[src/rtl/fetch_unit.sv]
// Instruction fetch unit: one outstanding imem read, ISSUE/WAIT/HOLD cycle,
// redirect with misalignment trap into a sticky FAULT state.
module fetch_unit #(
   parameter logic [31:0] RESET_PC = 32'h0000_1000
) (
   input  logic        clk,
   input  logic        reset,
   output logic [31:0] imem_address,
   input  logic [31:0] imem_data_in,
   output logic [31:0] instr,
   output logic [31:0] instr_pc,
   output logic        instr_valid,
   input  logic        instr_ready,
   input  logic        redirect_valid,
   input  logic [31:0] redirect_pc,
   output logic        fault,
   output logic [31:0] fetch_count
);

   localparam logic [1:0] S_ISSUE = 2'd0;
   localparam logic [1:0] S_WAIT  = 2'd1;
   localparam logic [1:0] S_HOLD  = 2'd2;
   localparam logic [1:0] S_FAULT = 2'd3;

   localparam logic [31:0] NOP = 32'h0000_0013;

   logic [1:0]  state_q, state_d;
   logic [31:0] pc_q, pc_d;
   logic [31:0] instr_q, instr_d;
   logic [31:0] ipc_q, ipc_d;
   logic        fault_q, fault_d;
   logic [31:0] cnt_q, cnt_d;

   logic redir_ok;
   logic redir_bad;
   logic hs;

   assign redir_ok  = redirect_valid & (redirect_pc[1:0] == 2'b00);
   assign redir_bad = redirect_valid & (redirect_pc[1:0] != 2'b00);
   assign hs        = (state_q == S_HOLD) & instr_ready;

   always_comb begin
      state_d = state_q;
      pc_d    = pc_q;
      instr_d = instr_q;
      ipc_d   = ipc_q;
      fault_d = fault_q;
      cnt_d   = cnt_q;
      // FAULT is absorbing; only reset leaves it.
      if (state_q != S_FAULT) begin
         if (redir_bad) begin
            fault_d = 1'b1;
            state_d = S_FAULT;
         end else if (redir_ok) begin
            pc_d    = redirect_pc;
            state_d = S_ISSUE;
         end else begin
            case (state_q)
               S_ISSUE: state_d = S_WAIT;
               S_WAIT: begin
                  instr_d = imem_data_in;
                  ipc_d   = pc_q;
                  state_d = S_HOLD;
               end
               S_HOLD: begin
                  if (hs) begin
                     pc_d    = pc_q + 32'd4;
                     cnt_d   = cnt_q + 32'd1;
                     state_d = S_ISSUE;
                  end
               end
               default: state_d = state_q;
            endcase
         end
      end
   end

   always_ff @(posedge clk) begin
      if (reset) begin
         state_q <= S_ISSUE;
         pc_q    <= RESET_PC;
         instr_q <= NOP;
         ipc_q   <= RESET_PC;
         fault_q <= 1'b0;
         cnt_q   <= 32'd0;
      end else begin
         state_q <= state_d;
         pc_q    <= pc_d;
         instr_q <= instr_d;
         ipc_q   <= ipc_d;
         fault_q <= fault_d;
         cnt_q   <= cnt_d;
      end
   end

   assign imem_address = pc_q;
   assign instr        = instr_q;
   assign instr_pc     = ipc_q;
   assign instr_valid  = (state_q == S_HOLD);
   assign fault        = fault_q;
   assign fetch_count  = cnt_q;

endmodule
[config.mk]
export PLATFORM = sky130hd
export DESIGN_NAME = fetch_unit
export DESIGN_NICKNAME = d
export VERILOG_FILES = /design/src/rtl/fetch_unit.sv
export SDC_FILE = /design/constraint.sdc
export NUM_CORES = 1
export LEC_CHECK = 0
export ABC_CLOCK_PERIOD_IN_PS = 2600
export CORE_MARGIN = 3
export CORE_UTILIZATION = 34
export DETAILED_ROUTE_END_ITERATION = 6
export SLEW_MARGIN = 15
export SYNTH_ARGS = -nofsm -noshare
export SYNTH_HDL_FRONTEND = slang
export SYNTH_SLANG_ARGS = --single-unit
export TNS_END_PERCENT = 50
[constraint.sdc]
create_clock -name clk -period 2.6 [get_ports clk]
set_clock_uncertainty 0.2 [all_clocks]
set_input_delay 0.39 -clock clk [delete_from_list [all_inputs] [get_ports clk]]
set_output_delay 0.39 -clock clk [all_outputs]
set_load 0.03 [all_outputs]
==> impl_metrics.env <==
export IMPL_drc=0
export IMPL_h_tree_depth=4
export IMPL_die_w_um=141
export IMPL_synth_cell_types=62
export IMPL_yosys_top_cells_area="dfxtp_1 (42%), nand2_1 (9.8%), a21oi_1 (7.6%), nand4_1 (2.9%), nand3_1 (2.5%)"
export IMPL_fin_ws_ns=0.125
export IMPL_fmax_mhz=404
export IMPL_min_path_type="in -> reg"
export IMPL_vias=6520
export IMPL_clk_pin_slew_ns=0.06
export IMPL_grt_pass1_vias=6114
export IMPL_ys_seq_elements=131
export IMPL_grt_overflow=0
export IMPL_async_reset_ff_share_pct=0
export IMPL_required_ns=2.69
export IMPL_ys_seq_area_share_pct=42.1
export IMPL_p_per_area_mw_per_mm2=649
export IMPL_regToRegSetupSlack_ns=0.13
export IMPL_synth_edf_count=0
export IMPL_fin_cells=1213
export IMPL_post_place_ws_ns=-0.111
export IMPL_tightestPinTransition_ns=0.675
export IMPL_coreArea_mm2=0.0176
export IMPL_maxSlewHeadroom_pct=54.6
export IMPL_postRouteAntennaNets=0
export IMPL_gp_congestion=0.852
export IMPL_worst_path_most_repeated_cell="buf_4"
export IMPL_period_needed_ns=2.47
export IMPL_initial_core_util_pct=35.4
export IMPL_startpoint_type="flop"
export IMPL_post_drt_via_cell_ratio=5.38
export IMPL_vdd_drop_max_uv=596
export IMPL_setup_tns_ns=0
export IMPL_die_area_mm2=0.0200
export IMPL_drv_slew=0
export IMPL_ctsRootBufferMaster="clkbuf_16"
export IMPL_hold_viol_final=0
export IMPL_io_buffers=197
export IMPL_synth_largest_area_cell="dfxtp_1"
export IMPL_fin_util_pct=52.5
export IMPL_avgSynthCellArea_um2=8.00
export IMPL_track_usage_pct=21.1
export IMPL_cellLeakagePower_nw=3.17
export IMPL_dr_pass1_iters=5
export IMPL_drtIter0Drc=394
export IMPL_grt_pass1_wl_mm=33.9
export IMPL_slowest_stage="a2111oi_0"
export IMPL_hold_slack_ns=0.161
export IMPL_drive_above_1_share_pct=10.6
export IMPL_placed_cells=1181
export IMPL_io_pins=198
export IMPL_cts_buffer_depth=2
export IMPL_fillers=1762
export IMPL_antenna_found_initial=2
export IMPL_nNetsFinal=1049
export IMPL_status="finished clean"
export IMPL_routed_wl_mm=21.1
export IMPL_slowest_delay_ns=0.48
export IMPL_ys_flop_type="dfxtp_1"
export IMPL_rows=48
export IMPL_grt_max_degree=130
export IMPL_wl_per_cell_um=17.4
export IMPL_syn_nets=852
export IMPL_cts_tree="done"
export IMPL_synth_cells=778
export IMPL_setup_violations=0
export IMPL_syn_cell_area_mm2=0.00622
export IMPL_numCtsBuffers=17
export IMPL_critPathKind="reg -> reg"
export IMPL_cts_resized=0
export IMPL_holdBufCountCts=0
export IMPL_die_y_um=141
export IMPL_post_synth_top_area_fraction_pct=42.1
export IMPL_cts_sinks=131
export IMPL_syn_to_final_growth_pct=48.3
export IMPL_fin_crit_sh_pct=95.2
export IMPL_yosysWarnings=0
export IMPL_arrival_ns=2.57
export IMPL_rsz0062_at_grt="no"
export IMPL_endpoint_kind="flop"
export IMPL_multi_input_area_mm2=0.00329
export IMPL_register_area_mm2=0.00262
export IMPL_post_cts_setup_buffer_count=0
export IMPL_worstPathCellList="ha_1, buf_4, nand4bb_1, buf_4, nand2_2, a2111oi_0, a21oi_1"
export IMPL_clk_latency_ns=0.42
export IMPL_crit_fanout=15
export IMPL_maxCapViolCount=0
export IMPL_hpwl_mm=14.7
## final timing paths
check                                         to  cells after the start        start
worst max-delay path            imem_address[12]                      7   state_q[0]
worst min-delay path            imem_address[24]                      3        reset
worst max register to register  imem_address[12]                      7   state_q[0]
worst min register to register       instr_pc[3]                      2  instr_pc[3]
## final cells by class
class                      count  area share (%)
sequential                   131            28.4
antenna                        1          0.0271
clock inverter                14            2.45
timing repair buffer         241            25.5
tap                          225            3.05
clock buffer                  17            4.61
inverter                      10           0.407
multi-input combinational    574            35.6
## layout by cell type (no fill, tap or decap), types with 9 or more instances in the layout
cell               n
clkdlybuf4s50_1  196
nand2_1          163
dfxtp_1          131
a21oi_1           94
buf_4             41
nand3_1           31
nor2_1            30
nand4_1           29
o21ai_0           18
clkbuf_16         17
and2_1            16
nor4_1            15
o311ai_0          14
and4_1            13
nor3_1            12
and3_1            12
or3_1             11
or4_1             10
inv_1              9
## Yosys cell counts (12+ instances only)
cell,count
nand2_1,163
dfxtp_1,131
a21oi_1,94
clkbuf_1,41
nand3_1,31
nor2_1,30
nand4_1,29
o21ai_0,18
and2_1,16
nor4_1,15
o311ai_0,14
and4_1,13
and3_1,12
nor3_1,12
## critical path, delay by kind of cell, from the launching register on
kind	cells	cell delay (ns)
compound gates	2	0.56
fa+ha+maj	1	0.30
buf+inv	2	0.45
flops	1	0.39
simple gates	2	0.44
## where the power goes
| group | switching (W) | internal (W) |
|---|---|---|
| combinational | 0.000618 | 0.000458 |
| clock | 0.000961 | 0.00171 |
| sequential | 0.000119 | 0.00212 |
| total | 0.00170 | 0.00429 |
## logic make-up (layout without fill, tap and decap cells)
group	Yosys count	in the layout	synth area share (%)
other cells	0	1	0
fa+ha+maj	6	6	1.21
buf+inv	73	282	5.55
mux	8	8	1.43
compound gates	178	178	17.8
xor+xnor	10	10	1.41
simple gates	372	372	30.5
flops	131	131	42.1
## metal layers
layer  GRT usage, %  vias up  share of wire, %
met5              0        -             0.062
met4           6.17        2               1.5
met3           6.77       22               7.9
met2           33.5      250                47
met1           27.5     3034                44
li1               -     3212                 -
## sequential cells by signal, summed over array words and instances (netlist names)
register	flops
state_q	2
fetch_count	32
instr_pc	32
fault	1
instr	32
imem_address	32
## through the flow
stage	cell area [µm²]	power [W]
2_1_floorplan	6220	0.00286
3_3_place_gp	8580	0.00336
3_5_place_dp	8580	0.00336
4_1_cts	9230	0.00606
5_1_grt	9230	0.00625
6_report	9230	0.00599
Note: power is estimated with default switching activity, not from simulation.
